==> src/rtl/carry_chain_adder.sv <==
// Multi-cycle WIDTH-bit add/subtract engine: one SLICE-bit ripple step per clock,
// carry registered between slices, Start/Busy/Done handshake.
module carry_chain_slice #(
   parameter int SLICE = 32
) (
   input  logic [SLICE-1:0] a,
   input  logic [SLICE-1:0] b,
   input  logic             ci,
   output logic [SLICE-1:0] s,
   output logic             co,
   output logic             cmsb
);
   logic [SLICE:0] sum;

   assign sum  = {1'b0, a} + {1'b0, b} + {{SLICE{1'b0}}, ci};
   assign s    = sum[SLICE-1:0];
   assign co   = sum[SLICE];
   // carry into the slice MSB recovered from the sum bit
   assign cmsb = sum[SLICE-1] ^ a[SLICE-1] ^ b[SLICE-1];
endmodule

module carry_chain_adder #(
   parameter int WIDTH = 128,
   parameter int SLICE = 32
) (
   input  logic             Clk,
   input  logic             Rst_n,
   input  logic             Start,
   input  logic [WIDTH-1:0] A,
   input  logic [WIDTH-1:0] B,
   input  logic [2:0]       Opsel,
   input  logic             Mode,
   output logic             Busy,
   output logic             Done,
   output logic             Error,
   output logic [WIDTH-1:0] Result,
   output logic             CarryOut,
   output logic             Overflow,
   output logic             Zero
);
   localparam int NSLICE = WIDTH / SLICE;
   localparam int CW     = (NSLICE > 1) ? $clog2(NSLICE) : 1;
   localparam logic [CW-1:0] LAST = CW'(NSLICE - 1);

   localparam logic [1:0] S_IDLE = 2'd0;
   localparam logic [1:0] S_RUN  = 2'd1;
   localparam logic [1:0] S_DONE = 2'd2;

   logic [1:0]       state;
   logic [CW-1:0]    cnt;
   logic [WIDTH-1:0] opa, opb;
   logic             carry;
   logic             err_pend;

   logic [WIDTH-1:0] mux_a, mux_b;
   logic             mux_c;
   logic [SLICE-1:0] sl_a, sl_b, sl_s;
   logic             sl_co, sl_cmsb;
   logic [WIDTH-1:0] res_nxt;

   always_comb begin
      mux_a = A;
      mux_b = B;
      mux_c = 1'b0;
      case (Opsel)
         3'b010: mux_b = '0;
         3'b011: begin mux_b = ~B; mux_c = 1'b1; end
         3'b100: begin mux_b = '0; mux_c = 1'b1; end
         3'b101: mux_b = '1;
         3'b110: begin mux_a = ~A; mux_b = '0; mux_c = 1'b1; end
         3'b111: mux_a = '0;
         default: ;
      endcase
   end

   assign sl_a = opa[int'(cnt)*SLICE +: SLICE];
   assign sl_b = opb[int'(cnt)*SLICE +: SLICE];

   carry_chain_slice #(.SLICE(SLICE)) u_slice (
      .a    (sl_a),
      .b    (sl_b),
      .ci   (carry),
      .s    (sl_s),
      .co   (sl_co),
      .cmsb (sl_cmsb)
   );

   // Result with the current slice merged in; used for the write and the Zero flag
   always_comb begin
      res_nxt = Result;
      res_nxt[int'(cnt)*SLICE +: SLICE] = sl_s;
   end

   always_ff @(posedge Clk or negedge Rst_n) begin
      if (!Rst_n) begin
         state    <= S_IDLE;
         cnt      <= '0;
         opa      <= '0;
         opb      <= '0;
         carry    <= 1'b0;
         err_pend <= 1'b0;
         Result   <= '0;
         CarryOut <= 1'b0;
         Overflow <= 1'b0;
         Zero     <= 1'b0;
      end else begin
         case (state)
            S_IDLE: if (Start) begin
               if (Mode) begin
                  err_pend <= 1'b1;
                  state    <= S_DONE;
               end else begin
                  opa      <= mux_a;
                  opb      <= mux_b;
                  carry    <= mux_c;
                  cnt      <= '0;
                  err_pend <= 1'b0;
                  state    <= S_RUN;
               end
            end
            S_RUN: begin
               Result <= res_nxt;
               carry  <= sl_co;
               cnt    <= cnt + CW'(1);
               if (cnt == LAST) begin
                  CarryOut <= sl_co;
                  Overflow <= sl_cmsb ^ sl_co;
                  Zero     <= (res_nxt == '0);
                  cnt      <= '0;
                  state    <= S_DONE;
               end
            end
            S_DONE: begin
               err_pend <= 1'b0;
               state    <= S_IDLE;
            end
            default: state <= S_IDLE;
         endcase
      end
   end

   assign Busy  = (state != S_IDLE);
   assign Done  = (state == S_DONE);
   assign Error = (state == S_DONE) && err_pend;
endmodule

==> config.mk <==
export PLATFORM = sky130hd
export DESIGN_NAME = carry_chain_adder
export DESIGN_NICKNAME = d
export VERILOG_FILES = /design/src/rtl/carry_chain_adder.sv
export SDC_FILE = /design/constraint.sdc
export NUM_CORES = 1
export LEC_CHECK = 0
export CAP_MARGIN = 30
export CELL_PAD_IN_SITES_DETAIL_PLACEMENT = 1
export CELL_PAD_IN_SITES_GLOBAL_PLACEMENT = 2
export CORE_AREA = 10 10 326 265
export DETAILED_ROUTE_END_ITERATION = 8
export DIE_AREA = 0 0 336 275
export GPL_TIMING_DRIVEN = 1
export MAX_ROUTING_LAYER = met4
export PLACE_DENSITY = 0.84
export SYNTH_ARGS = -nofsm -noshare
export SYNTH_HDL_FRONTEND = slang
export SYNTH_SLANG_ARGS = --single-unit
==> constraint.sdc <==
create_clock -name Clk -period 4.89 [get_ports Clk]
set_clock_uncertainty 0.15 [all_clocks]
set_input_delay 0.978 -clock Clk [delete_from_list [all_inputs] [get_ports Clk]]
set_output_delay 0.978 -clock Clk [all_outputs]
set_load 0.01 [all_outputs]
[Yosys cells after proc, flatten, opt, wreduce, memory -nomap -nowiden]
Index checks and enable logic that the tools add are counted.
W data, S select, Z words.
Storage, ports and cells
  register bits after elaboration: 393
  logic and storage cells: 67
  bits of input ports: 263
  output and inout port bits: 134
Cells by class
  $add $sub $neg: 4
  reductions and logical operators: 13
  mux-type cells: 18
  shift operators: 4
  eq/ne operators: 12
  bitwise logic cells: 6
Operators with widths (count)
  $pmux W128 S3: 1
  $not A128 Y128: 2
  $pmux W128 S2: 1
  $shiftx A128 B8 Y32: 2
  $bwmux W128: 1
  $logic_not A128 Y1: 1
  $shift A32 B33 Y128 const A: 1
  $shiftx A32 B33 Y128: 1
  $add A32 B32 Y33: 1
  $add A33 B1 Y33: 1
  $neg A7 Y33: 1
  $eq A3 B3 Y1 const B: 4
  $mux W2: 6
  $pmux W2 S2: 2
  $eq A3 B2 Y1 const B: 2
  $ne A2 B2 Y1 const B: 3
  $reduce_and A2 Y1: 3
  $reduce_and A3 Y1: 2
  $reduce_bool A2 Y1: 3
  $reduce_or A3 Y1: 2
  $mux W1: 5
  $eq A2 B2 Y1 const B: 2
  $pmux W1 S2: 2
  $xor A1 B1 Y1: 3
  5 further kinds: 5

[Logic depth before layout (Yosys ltp)]
Gate-level depths: netlist of the first run.
  depth in word-level cells: 6
  depth in mapped cells: 17
  gate-level depth less buffers: 13

[Cells and area by module]
Synthesis of the first run repeated with hierarchy kept, for this count alone.
Unflattened totals
  cell total of the unflattened synthesis: 2207
  area total of the unflattened synthesis: 21140.3 µm²
By module, submodules not included
  carry_chain_adder: instances 1, cells each 1963, area an instance 19339.8 µm²
  carry_chain_slice: instances 1, cells each 244, area an instance 1800.5 µm²

[Worst setup path after synthesis of the first run]
No wires, ideal clock.
  path type: flip-flop to flip-flop
  from: reg cnt[0]
  to: reg Zero
  buffers on the path: 5
  cell stages (with the launch flop): 18
  arrival: 4.721 ns
  setup slack: -0.073 ns
  clock period less this slack: 4.963 ns
  data required time: 4.648 ns
  cell sequence: dfrtp_1 -> buf_2 -> buf_1 -> buf_1 -> mux4_2 -> ha_1 -> buf_6 -> a211oi_2 -> o21bai_1 -> a31oi_1 -> o21ai_2 -> or4_1 -> and3_1 -> buf_6 -> o41ai_2 -> nand4_1 -> a2111o_1 -> o31ai_2
On the way
  word-level cells in the longest chain between the ends: 6
  elaborated cells between the ends (all ways): 11
  classes of those cells: 3 x add/sub; 1 x eq/ne; 4 x shift; 1 x mux; 2 x reduce/logical
Ends and longest elaborated chain
  from (decl): RTL line 50  | logic [CW-1:0] cnt;
  from (signal assigned): RTL line 124  | cnt <= cnt + CW'(1);
  $shiftx A128 B8 Y32, on equally long branches: RTL line 76, 77
  $add A32 B32 Y33: RTL line 15  | assign sum = {1'b0, a} + {1'b0, b} + {{SLICE{1'b0}}, ci};
  $add A33 B1 Y33: RTL line 15
  $shiftx A32 B33 Y128: RTL line 91  | res_nxt[int'(cnt)*SLICE +: SLICE] = sl_s;
  $bwmux W128: RTL line 91
  $logic_not A128 Y1: RTL line 128  | Zero <= (res_nxt == '0);
  to (signal assigned): RTL line 128
  to (decl): RTL line 39  | output logic Zero
Several ways; a longest one is shown, not always the timed one.
A chain may end at the register's enable or synchronous reset.

[Worst setup path after layout of the first run]
Same ends and word-level chain as after synthesis.

==> impl_metrics.py, run 1 <==
metrics = {
    "worst_setup_path": {
        "worstPathRequired_ps": 5240,
        "critical_path_depth": 14,
        "critPathArrivalTime_ps": 5050,
        "path_class": "reg2reg",
        "crit_chain": "mux4_2 -> fa_1 -> fa_1 -> a211oi_2 -> o211ai_1 -> a31oi_4 -> buf_4 -> xnor2_1 -> buf_4 -> a21boi_0 -> a2111oi_1 -> nand4_1 -> a2111o_1 -> o31ai_2",
        "worstPathMaxFanout": 6,
        "cp_top_family": "compound AO/OA/AOI/OAI gates",
        "slowest_delay_ps": 550,
        "crit_buf_inv": 2,
        "cp-end-kind": "register",
        "startpoint_type": "register",
        "ff2ff_path_depth": 14,
        "cpMaxStageDelayCell": "mux4_2",
    },
    "yosys": {
        "synth.avg_cell_area_um2": 8.46,
        "synth_compound_area_frac": 0.264,
        "yosys_warnings": 0,
        "synth-edff-count": 0,
        "yosys_most_used_dff": "dfrtp_1",
        "synthTopCellsByCount": "a21oi_1, nor2_1, dfrtp_1, clkbuf_1, nand2_1",
        "yosys.area.top_type": "dfrtp_1",
        "synthesis.nets": 3012,
        "synth_seq_cells": 393,
        "synthMuxAreaShare": 0.0634,
        "synthAdderAreaFrac": 0.0219,
        "synthTopCellsByArea": "dfrtp_1, a21oi_1, nor2_1",
        "syn-cell-area_mm2": 0.0229,
        "synth_most_common_cell": "a21oi_1",
        "synthCells": 2710,
        "synth_top_area_frac": 0.429,
        "synth_top_family_by_area": "compound AO/OA/AOI/OAI gates",
        "ys_async_sr_fraction": 1.00,
        "ys_seq_area_frac": 0.429,
        "synth_cell_types": 66,
        "synth-xor-area-share": 0.00993,
        "yosys.area_share.simple": 0.171,
    },
    "power": {
        "leakage_uw": 0.0120,
        "ir_drop_mv": 0.865,
        "powerDensity_mw_per_mm2": 929,
    },
    "placement": {
        "placed_cells": 4012,
        "io_buffers": 396,
        "dp_hpwl_mm": 75.2,
        "place.gp.congestion": 0.894,
        "dpl_cell_area_mm2": 0.0283,
    },
    "layout": {
        "syn2layout_area_growth_pct": 30.8,
        "postLayoutCellArea_mm2": 0.0300,
        "nFillCells": 9253,
        "fin_cells": 4113,
        "num-nets-final": 3321,
        "drive_gt1_frac": 0.0885,
    },
    "routing": {
        "drt_wl_total_mm": 100,
        "drc": 0,
        "routedWlPerCell_um": 24.3,
        "first_iter_violations": 2246,
        "vias": 22400,
        "vias_per_cell": 5.44,
        "first_pass_iters": 7,
        "detail-route-antenna-nets": 0,
    },
    "clocking": {
        "cts_max_level": 2,
        "cts_tree": "built",
        "clk_latency_ps": 600,
        "cts.clk_slew.worst_paths_ps": 60,
        "numClockSinks": 393,
        "cts_root_buffer": "clkbuf_16",
        "cts_made_buffers": 45,
        "clockBufferDepth": 3,
        "holdBufCountCts": 0,
    },
    "timing": {
        "tightest_slew_ps": 891,
        "whs_ps": 317,
        "min_period_ps": 4700,
        "hold_viol": 0,
        "finalSetupViolCount": 0,
        "clock.fmax_mhz": 213,
        "period_share": 0.961,
        "relSlewSlack": 0.406,
        "slew_viol_final": 0,
    },
    "floorplanning": {
        "start_util": 0.287,
        "ios": 397,
        "die_w_um": 336,
        "core_mm2": 0.0798,
        "dieArea_mm2": 0.0924,
        "num_rows": 93,
        "die_y_um": 275,
    },
    "outcome": {
        "status": "finished clean",
    },
    "grt": {
        "grt_pass1_vias": 22300,
        "grt_max_degree": 162,
        "grt_pass1_wl_mm": 148,
        "antenna_found_initial": 17,
        "grt-ovfl-total": 0,
        "grt_usage": 0.215,
    },
    "job": {
        "max-cap-violations": 0,
    },
    "hold_path": {
        "hold_path.class": "in2async",
    },
}
==> state kept, by name, summed over array words and instances (netlist names) <==
register  flops
Result      128
opa         128
opb         128
cnt           2
state         2
CarryOut      1
Overflow      1
Zero          1
carry         1
err_pend      1
==> layout make-up <==
class                      count  area, um^2  area share
clock inverter                17         289     0.00964
inverter                      10        37.5     0.00125
tap                         1045        1310      0.0436
sequential                   393        9840       0.328
timing repair buffer         491        4920       0.164
multi-input combinational   2078       12300       0.409
clock buffer                  63        1290      0.0431
antenna                       16        40.0     0.00134
==> cells in the final DEF (no fill, tap or decap), types with 5 or more instances in the layout <==
cell type | synthesis | routed
o21ai_0 | 172 | 172
or3_1 | 6 | 6
clkdlybuf4s50_1 | 0 | 392
nand3_1 | 8 | 7
nand4_1 | 15 | 15
nor2_1 | 433 | 430
clkinv_2 | 0 | 7
ha_1 | 37 | 37
a21o_1 | 8 | 8
xor2_1 | 13 | 11
o21ai_1 | 5 | 5
o22ai_1 | 5 | 5
o21bai_1 | 6 | 6
buf_4 | 0 | 80
xnor2_1 | 13 | 13
bufinv_16 | 0 | 6
nand2_1 | 202 | 200
clkbuf_16 | 0 | 45
nor3_1 | 20 | 16
nor4_1 | 31 | 30
a22o_1 | 121 | 121
diode_2 | 0 | 16
clkbuf_1 | 207 | 8
buf_12 | 0 | 13
clkbuf_8 | 0 | 10
mux4_2 | 64 | 64
a31oi_1 | 7 | 7
nand2b_1 | 138 | 137
o211ai_1 | 12 | 12
inv_1 | 10 | 10
dfrtp_1 | 393 | 391
a21oi_1 | 688 | 688
==> worst paths after layout <==
| path | startpoint | end | slack (ps) |
|---|---|---|---|
| setup / recovery | cnt[0] | Zero | 190 |
| setup reg to reg | cnt[0] | Zero | 190 |
| max in group asynchronous | Rst_n | opb[104] | 3230 |
| hold reg to reg | state[1] | state[1] | 340 |
| hold / removal | Rst_n | opa[18] | 320 |
| min in group Clk | state[1] | state[1] | 340 |
==> worst reg2reg max path, stage by stage, from the launching register on <==
cell and delay, ps:
dfrtp_4 470, mux4_2 550, fa_1 470, fa_1 450, a211oi_2 310, o211ai_1 210, a31oi_4 300, buf_4 150
xnor2_1 90, buf_4 220, a21boi_0 140, a2111oi_1 450, nand4_1 150, a2111o_1 330, o31ai_2 190
==> logic make-up after synthesis <==
| group | count (synthesis) |
|---|---|
| AOI/OAI and AO/OA | 1067 |
| and+or+nand+nor | 881 |
| DFF | 393 |
| buffers and inverters | 239 |
| muxes | 65 |
| adders and majority gates | 39 |
| xor gates and xnor gates | 26 |
==> power by group <==
group	switching [uW]	internal (uW)	leakage, uW	total, uW
sequential	1330	4680	0.00474	6010
clock	1450	2170	0.000776	3620
combinational	11400	6860	0.00644	18200
==> layer usage <==
layer / vias up / global-route usage / wire length [um]
met5: - / - / 0
met4: 0 / 0.0616 / 2560
met3: 136 / 0.0432 / 6870
met2: 644 / 0.328 / 46100
met1: 11300 / 0.287 / 44600
li1: 10300 / - / -
==> per-stage QoR <==
stage / util / setup TNS (ps) / worst slack [ps] / power [uW]
floorplan: - / 0 / 48.4 / 14700
global placement: 0.353 / 0 / 173 / 23400
detailed placement: 0.354 / 0 / 134 / 23600
CTS: 0.374 / 0 / 111 / 27300
global route: 0.376 / -12.6 / -12.6 / 29400
finish: 0.376 / 0 / 192 / 27900
==> what timing repair did <==
action                                  CTS  global route
resized for setup                         0            10
endpoints found under the setup margin    0             1
setup buffers                             0             5
Power figures use the tool's default switching activity.
==> inputs of run 2 (changes only) <==
HOLD_SLACK_MARGIN = 0.1   (was not set)
==> results of run 2 <==
The final DEF is identical to that of run 1; final timing and power are the same.
